`src/rtl/pe_pkg.sv`:
```
// rtl/pe_pkg.sv - shared widths, state type and helpers for the PE shift accumulator
package pe_pkg;

    localparam int PE_SUM_W = 10;
    localparam int PE_ACC_W = 24;
    localparam int PE_SH_W  = 4;
    localparam int PE_CNT_W = 8;

    typedef enum logic {
        IDLE = 1'b0,
        RUN  = 1'b1
    } acc_state_t;

    // Beat counter sticks at all-ones instead of wrapping.
    function automatic logic [PE_CNT_W-1:0] sat_inc(input logic [PE_CNT_W-1:0] c);
        return (c == {PE_CNT_W{1'b1}}) ? c : c + 1'b1;
    endfunction

endpackage

```
`src/rtl/pe_shift_accumulator_if.sv`:
```
// rtl/pe_shift_accumulator_if.sv - beat input, result output and flag signals of the shift accumulator
interface pe_shift_accumulator_if
    import pe_pkg::*;
#(
    parameter int IN_W  = PE_SUM_W,
    parameter int SH_W  = PE_SH_W,
    parameter int ACC_W = PE_ACC_W
);

    logic                in_valid;
    logic                in_ready;
    logic [IN_W-1:0]     pe_sum;
    logic [SH_W-1:0]     shift_amt;
    logic                first;
    logic                last;
    logic                out_valid;
    logic                out_ready;
    logic [ACC_W-1:0]    acc_out;
    logic [PE_CNT_W-1:0] beat_cnt;
    logic                ovf;
    logic                err;
    logic                clr_err;

    modport master (
        output in_valid, pe_sum, shift_amt, first, last, out_ready, clr_err,
        input  in_ready, out_valid, acc_out, beat_cnt, ovf, err
    );

    modport slave (
        input  in_valid, pe_sum, shift_amt, first, last, out_ready, clr_err,
        output in_ready, out_valid, acc_out, beat_cnt, ovf, err
    );

endinterface

```
`src/rtl/pe_shift_term.sv`:
```
// rtl/pe_shift_term.sv - sign-extend a PE partial sum and shift it to its slice significance
module pe_shift_term
    import pe_pkg::*;
#(
    parameter int IN_W  = PE_SUM_W,
    parameter int SH_W  = PE_SH_W,
    parameter int ACC_W = PE_ACC_W
) (
    input  logic [IN_W-1:0]  pe_sum,
    input  logic [SH_W-1:0]  shift_amt,
    output logic [ACC_W-1:0] term,
    output logic             illegal
);

    localparam int MAX_SH = ACC_W - IN_W;

    logic [ACC_W-1:0] ext;

    assign ext = {{(ACC_W-IN_W){pe_sum[IN_W-1]}}, pe_sum};

    // Shifts that would push sign bits past the accumulator are rejected and contribute nothing.
    assign illegal = int'(shift_amt) > MAX_SH;
    assign term    = illegal ? '0 : (ext << shift_amt);

endmodule

```
`src/rtl/pe_shift_accumulator.sv`:
```
// rtl/pe_shift_accumulator.sv - fuses shifted PE partial sums into one full-precision group result
module pe_shift_accumulator
    import pe_pkg::*;
#(
    parameter int IN_W  = PE_SUM_W,
    parameter int SH_W  = PE_SH_W,
    parameter int ACC_W = PE_ACC_W
) (
    input  logic                  clk,
    input  logic                  rst,
    pe_shift_accumulator_if.slave bus
);

    acc_state_t          state;
    logic [ACC_W-1:0]    acc;
    logic [PE_CNT_W-1:0] cnt;

    logic                out_valid;
    logic [ACC_W-1:0]    acc_out;
    logic [PE_CNT_W-1:0] beat_cnt;
    logic                ovf;
    logic                err;

    logic [ACC_W-1:0]    term;
    logic                illegal;
    logic                accept;
    logic                take;
    logic                restart;
    logic [ACC_W-1:0]    base;
    logic [ACC_W-1:0]    sum;
    logic                add_ovf;
    logic [PE_CNT_W-1:0] next_cnt;
    logic                proto_err;

    pe_shift_term #(
        .IN_W  (IN_W),
        .SH_W  (SH_W),
        .ACC_W (ACC_W)
    ) u_term (
        .pe_sum    (bus.pe_sum),
        .shift_amt (bus.shift_amt),
        .term      (term),
        .illegal   (illegal)
    );

    // The output register is the only buffer: a pending result stalls input unless it drains this cycle.
    assign bus.in_ready = !rst && (!out_valid || bus.out_ready);

    assign accept = bus.in_valid && bus.in_ready;
    assign take   = out_valid && bus.out_ready;

    // A beat arriving with no open group is handled exactly like a group opener.
    assign restart  = bus.first || (state == IDLE);
    assign base     = restart ? '0 : acc;
    assign sum      = base + term;
    assign add_ovf  = (base[ACC_W-1] == term[ACC_W-1]) && (sum[ACC_W-1] != base[ACC_W-1]);
    assign next_cnt = restart ? PE_CNT_W'(1) : sat_inc(cnt);

    assign proto_err = illegal
                    || ((state == IDLE) && !bus.first)
                    || ((state == RUN)  &&  bus.first);

    always_ff @(posedge clk or posedge rst) begin
        if (rst) begin
            state     <= IDLE;
            acc       <= '0;
            cnt       <= '0;
            out_valid <= 1'b0;
            acc_out   <= '0;
            beat_cnt  <= '0;
            ovf       <= 1'b0;
            err       <= 1'b0;
        end else begin
            if (accept) begin
                if (bus.last) begin
                    state <= IDLE;
                    acc   <= '0;
                    cnt   <= '0;
                end else begin
                    state <= RUN;
                    acc   <= sum;
                    cnt   <= next_cnt;
                end
            end

            // A new result landing in the same cycle as a take keeps the register full.
            if (accept && bus.last) begin
                out_valid <= 1'b1;
                acc_out   <= sum;
                beat_cnt  <= next_cnt;
            end else if (take) begin
                out_valid <= 1'b0;
            end

            if (accept && add_ovf) begin
                ovf <= 1'b1;
            end else if (bus.clr_err) begin
                ovf <= 1'b0;
            end

            if (accept && proto_err) begin
                err <= 1'b1;
            end else if (bus.clr_err) begin
                err <= 1'b0;
            end
        end
    end

    assign bus.out_valid = out_valid;
    assign bus.acc_out   = acc_out;
    assign bus.beat_cnt  = beat_cnt;
    assign bus.ovf       = ovf;
    assign bus.err       = err;

endmodule

```
`src/flat_wrapper.sv`:
```
// flat-port wrapper written by rule: the top's interface ports become plain ports
module pe_shift_accumulator_flat import pe_pkg::*;
#(
    parameter int IN_W  = PE_SUM_W,
    parameter int SH_W  = PE_SH_W,
    parameter int ACC_W = PE_ACC_W
)
  (clk, rst, bus_in_valid, bus_pe_sum, bus_shift_amt, bus_first, bus_last, bus_out_ready, bus_clr_err, bus_in_ready, bus_out_valid, bus_acc_out, bus_beat_cnt, bus_ovf, bus_err);
  pe_shift_accumulator_if #(.IN_W(IN_W), .SH_W(SH_W), .ACC_W(ACC_W)) bus_i ();
  input  logic clk;
  input  logic rst;
  input wire logic [$bits(bus_i.in_valid)-1:0] bus_in_valid;
  input wire logic [$bits(bus_i.pe_sum)-1:0] bus_pe_sum;
  input wire logic [$bits(bus_i.shift_amt)-1:0] bus_shift_amt;
  input wire logic [$bits(bus_i.first)-1:0] bus_first;
  input wire logic [$bits(bus_i.last)-1:0] bus_last;
  input wire logic [$bits(bus_i.out_ready)-1:0] bus_out_ready;
  input wire logic [$bits(bus_i.clr_err)-1:0] bus_clr_err;
  output wire logic [$bits(bus_i.in_ready)-1:0] bus_in_ready;
  output wire logic [$bits(bus_i.out_valid)-1:0] bus_out_valid;
  output wire logic [$bits(bus_i.acc_out)-1:0] bus_acc_out;
  output wire logic [$bits(bus_i.beat_cnt)-1:0] bus_beat_cnt;
  output wire logic [$bits(bus_i.ovf)-1:0] bus_ovf;
  output wire logic [$bits(bus_i.err)-1:0] bus_err;
  assign bus_i.in_valid = bus_in_valid;
  assign bus_i.pe_sum = bus_pe_sum;
  assign bus_i.shift_amt = bus_shift_amt;
  assign bus_i.first = bus_first;
  assign bus_i.last = bus_last;
  assign bus_i.out_ready = bus_out_ready;
  assign bus_i.clr_err = bus_clr_err;
  assign bus_in_ready = bus_i.in_ready;
  assign bus_out_valid = bus_i.out_valid;
  assign bus_acc_out = bus_i.acc_out;
  assign bus_beat_cnt = bus_i.beat_cnt;
  assign bus_ovf = bus_i.ovf;
  assign bus_err = bus_i.err;
  pe_shift_accumulator #(.IN_W(IN_W), .SH_W(SH_W), .ACC_W(ACC_W)) u_core (.clk(clk), .rst(rst), .bus(bus_i));
endmodule
```
`config.mk`:
```
export PLATFORM = sky130hd
export DESIGN_NAME = pe_shift_accumulator_flat
export DESIGN_NICKNAME = d
export VERILOG_FILES = /design/src/rtl/pe_pkg.sv /design/src/rtl/pe_shift_accumulator_if.sv /design/src/rtl/pe_shift_term.sv /design/src/rtl/pe_shift_accumulator.sv /design/src/flat_wrapper.sv
export SDC_FILE = /design/constraint.sdc
export NUM_CORES = 1
export LEC_CHECK = 0
export CORE_MARGIN = 2
export CORE_UTILIZATION = 45
export CTS_CLUSTER_DIAMETER = 150
export DETAILED_ROUTE_END_ITERATION = 7
export GPL_TIMING_DRIVEN = 0
export PLACE_DENSITY = 0.71
export SLEW_MARGIN = 30
export SYNTH_ARGS = -nofsm -noshare
export SYNTH_HDL_FRONTEND = slang
export SYNTH_SLANG_ARGS = --single-unit
```
`constraint.sdc`:
```
create_clock -name clk -period 4.5 [get_ports clk]
set_input_delay 1.35 -clock clk [delete_from_list [all_inputs] [get_ports clk]]
set_output_delay 1.35 -clock clk [all_outputs]
set_load 0.02 [all_outputs]
```
# After elaboration in Yosys (flattened, before gate mapping)
# Index checks and enable logic that the tools add are counted.
# op_classes
muxes	12
n_reduce_logical	19
addsub	2
n_shift	1
eq_ne	3
n_lt_le_gt_ge	1
bitwise	1
# ops
operator	count
$mux W24	3
$add A24 B24 Y24	1
$mux W8	3
$shl A24 B4 Y24	1
$logic_and A1 B1 Y1	9
$add A8 B1 Y8 const B	1
$eq A8 B8 Y1 const B	1
$mux W1	6
$reduce_bool A2 Y1	3
$gt A4 B4 Y1 const B	1
$logic_or A1 B1 Y1	4
$logic_not A1 Y1	3
$eq A1 B1 Y1	1
$ne A1 B1 Y1	1
$not A1 Y1	1
# totals
ff_bits	68
in_bits	21
elab_cells	47
out_inout_bits	36

# Longest topological paths before layout
# logic_depth
depth_word	8
depth_mapped	17

# Cells and area by module
# Synthesis repeated with hierarchy kept, for this count alone.
# unflattened
hier_cells	508
area_unflattened_um2	4840.9
# modules_own_cells
mod	area_per_inst_um2	cells_each	seq_area_each_um2	n_inst
pe_shift_accumulator	4141.5	414	1701.6	1
pe_shift_term	699.4	94	0.0	1

# Worst setup path after synthesis
# Ideal clock, no wire load.
# synth_path
kind	in2reg
from	in bus_shift_amt[0]
to	reg u_core.acc_out[23] (netlist: u_core.bus.acc_out[23])
t_arrival_ns	4.429
stages	16
setup_ns	0.125
slack_ns	-0.054
n_path_buf	2
path_cell_list	clkbuf_1 > buf_2 > mux2i_1 > nor2_1 > a31oi_1 > nor2_1 > a21oi_1 > nor2_1 > ha_1 > nand2_1 > nor2_1 > a221o_1 > nand2b_2 > o41a_4 > xnor3_1 > mux2_4
# synth_between
elab_chain_len	3
elab_cells_between_ends	4
# synth_lines
element	line	rtl
from (decl)	flat_wrapper.sv:14	input wire logic [$bits(bus_i.shift_amt)-1:0] bus_shift_amt;
$shl A24 B4 Y24 or $gt A4 B4 Y1 (tied branches)	pe_shift_term.sv:23, pe_shift_term.sv:22	
$mux W24 *	pe_shift_term.sv:23	assign term = illegal ? '0 : (ext << shift_amt);
$add A24 B24 Y24 *	pe_shift_accumulator.sv:55	assign sum = base + term;
to (signal assigned)	pe_shift_accumulator.sv:89	acc_out <= sum;
to (decl)	pe_shift_accumulator.sv:19	logic [ACC_W-1:0] acc_out;
# Mark *: on every way between the ends. The rest lies on a longest branch, timed or not.
# A chain may end at the register's enable or synchronous reset.

# Final worst setup path
# layout_path
from	in bus_shift_amt[3]
to	reg u_core.acc[20]
# layout_between
elab_chain_len	4
elab_cells_between_ends	5
# layout_lines
element	line	rtl
$shl A24 B4 Y24 or $gt A4 B4 Y1 (tied branches)	pe_shift_term.sv:23, pe_shift_term.sv:22	
$mux W24 *	pe_shift_term.sv:23	
$add A24 B24 Y24 *	pe_shift_accumulator.sv:55	
$mux W24 *	pe_shift_accumulator.sv:75	if (bus.last) begin
to (signal assigned)	pe_shift_accumulator.sv:81	acc <= sum;
to (decl)	pe_shift_accumulator.sv:15	logic [ACC_W-1:0] acc;
# Marks and branches as above.

==> metrics.txt <==
outcome=complete, no violations; first drt pass iteration count=4; Initial Util=a little under half; Hold Buf Count CTS=0; most frequent cells in the layout=78 x nand2_1, 68 x dfrtp_1, 49 x clkdlybuf4s50_1, 45 x o21ai_0, 40 x nor2_1; endpoints failing setup=0; Vias/cell=~5.9; Syn Area/Cell=8.47 um2; final critical-path share of the clock period=slightly below 100%; ys flop type=dfrtp_1; post-DP HPWL=~11 mm; Peak Freq=0.224 GHz; Multi-input gate area=about 3200 um2; Post-synth ARST share=between 90% and 100%; Setup crit end kind=flop; vias in the first global route=around 4700; clock root cell=clkbuf_8; clk slew on worst S/H paths=approximately 0.08 ns; Final Hold Fails=0; row count=38; Worst Reg-to-Reg Cells=13; crit start category=primary input; die width=109 um; Seq/Total Area, Yosys=between 30% and 40%; via count=4753; DR WL/cell=between 15 and 20 um; Yosys reg bits=68; clock buffer depth=2; worst setup path class=primary input to flop; placed instance count=slightly below 800; syn nets=630; I/O pins=57; die footprint=~12000 um2; CTS H-tree depth=3; Worst Hold Class=flop to flop; Ys Warns=0; CP Max Fanout=10; initial DRC count=between 300 and 400; Num CTS Buffers=9; library cells used by synthesis=59; Top Metal Used=met4; max-cap violation count=0; Max rail drop VDD=roughly 230 uV; first-pass GRT wire length=about 23 mm; final critical-path required period=around 4.5 ns; DR WL met3=834 um; Area after DPL=around 5700 um2; antenna violations before repair=0; Leak=between 2 and 3 nW; PortBufs=53; # fillers=~1000; max-slew violation count=0; crit path DAT=approximately 4.7 ns; P per Cell Area=between 300 and 400 nW/um2; Worst Hold Depth=2; DR WL met2=6.54 mm; Routed WL=roughly 14 mm; core area=roughly 11000 um2; wl on met1=6.75 mm; Relative slew margins=between 50 and 60%; GRT Overall Usage=between 20% and 30%; CTS tree=built; Layout area overhead=23.3%; Worst EP required=4.75 ns; clk sinks=roughly 70; Post-Layout Cell Count=about 800; Synth Instances=around 600; Placer Congestion=slightly below 1; post-synthesis cell area=between 4000 and 5000 um2; Overflow after GRT=0; clock latency at the later pin of the worst-skew pair=0.37 ns; nets=703; DRC viols=0; largest net degree at the start of global routing=48; Post-synth EDFFs=0; Routed Antenna Nets=0; Antenna diodes=0; most common cell after layout, fill and taps aside=nand2_1; total power draw=approximately 2 mW; layout cells sized above 1=around an eighth; Design Area, Final=just over 6000 um2; Setup Skew=roughly 0.017 ns; hold_ws=0.470 ns; Slew @ Worst Pin=0.741 ns; register area=1700 um2; die height=between 100 and 150 um
-- flip-flops by register name, summed over array words and instances (netlist names) --
| signal | cells |
|---|---|
| u_core.state | 1 |
| u_core.bus.out_valid | 1 |
| u_core.bus.acc_out | 24 |
| u_core.bus.beat_cnt | 8 |
| u_core.acc | 24 |
| u_core.bus.err | 1 |
| u_core.bus.ovf | 1 |
| u_core.cnt | 8 |
-- metrics by stage --
stage	worst slack (ns)	TNS, ns	utilization [%]
finish	0.0294	0	56.5
global route	-0.0271	-0.0546	56.5
CTS	0.00989	0	54.9
detailed placement	-0.969	-18.47	52.7
global placement	-0.906	-16.16	52.4
floorplan	0.000597	0	-
-- metal layers --
layer  up-vias  global-route usage, %
met4         0                   9.80
met2       152                   39.5
met5         -                      0
met1      2315                   34.7
li1       2257                      -
met3        29                   5.32
-- logic make-up (layout without fill, tap and decap cells) --
family          Yosys count  count (layout)  share of synthesized area [%]
xor+xnor                 22              22                           4.45
compound gates          181             181                           24.8
simple gates            210             210                           20.1
mux                      27              27                           5.82
fa+ha+maj                25              25                           6.47
buf+inv                  51             129                           3.97
flops                    68              68                           34.4
-- Yosys cell counts, types with 5 or more instances --
| library cell | instances | area (um2) |
|---|---|---|
| a211oi_1 | 6 | 45.0 |
| a21o_1 | 9 | 67.6 |
| a21oi_1 | 31 | 155 |
| a22o_1 | 13 | 114 |
| a31oi_1 | 10 | 62.6 |
| and2_1 | 32 | 200 |
| and3_1 | 8 | 50.1 |
| clkbuf_1 | 26 | 97.6 |
| dfrtp_1 | 68 | 1700 |
| ha_1 | 24 | 300 |
| inv_1 | 19 | 71.3 |
| mux2_2 | 10 | 113 |
| mux2i_1 | 16 | 160 |
| nand2_1 | 79 | 297 |
| nand2b_1 | 8 | 50.1 |
| nand3_1 | 12 | 60.1 |
| nand4_1 | 8 | 50.1 |
| nor2_1 | 42 | 158 |
| nor3_1 | 7 | 35.0 |
| o21a_1 | 6 | 45.0 |
| o21ai_0 | 52 | 260 |
| o21ai_1 | 6 | 30.0 |
| o22ai_1 | 5 | 31.3 |
| o31ai_1 | 7 | 52.6 |
| or3_1 | 5 | 31.3 |
| xnor2_1 | 12 | 105 |
| xor2_1 | 8 | 70.1 |
-- timing repair --
| item | CTS | global route |
|---|---|---|
| pin swaps | 3 | 8 |
| buffers inserted | 2 | 6 |
| resized for setup | 20 | 43 |
| endpoints found under the setup margin | 24 | 20 |
-- final cells by class --
type	count	share of cell area [%]
buffer	32	2.52
clock buffer	10	2.26
clock inverter	6	0.636
inverter	19	1.21
multi-input combinational	465	52.3
sequential	68	27.9
tap	140	2.87
timing repair buffer	62	10.3
-- critical path: stages --
cell,delay (ns)
clkdlybuf4s50_1,0.48
buf_4,0.21
clkbuf_4,0.20
nor3_4,0.20
ha_4,0.19
inv_1,0.05
fa_1,0.40
nor2b_2,0.15
o31a_1,0.17
o21ai_2,0.11
a2111oi_4,0.31
buf_4,0.21
o2111ai_1,0.18
o2bb2ai_1,0.17
a221o_1,0.32
-- power breakdown --
group / internal, mW / switching, mW / total, mW
clock: 0.214 / 0.261 / 0.475
sequential: 0.715 / 0.0635 / 0.779
combinational: 0.342 / 0.422 / 0.764
total: 1.27 / 0.747 / 2.02
-- worst paths after layout --
check	slack, ns	startpoint	end
worst max-delay path	0.03	bus_shift_amt[3]	u_core.acc[20]
worst min-delay path	0.47	u_core.acc[0]	u_core.acc[0]
worst max register to register	1.13	u_core.state	u_core.acc[20]
worst min register to register	0.47	u_core.acc[0]	u_core.acc[0]
max in group asynchronous	2.65	rst	u_core.bus.acc_out[14]
min in group asynchronous	1.32	rst	u_core.bus.out_valid
No activity file was read; power rests on OpenSTA's default activity.
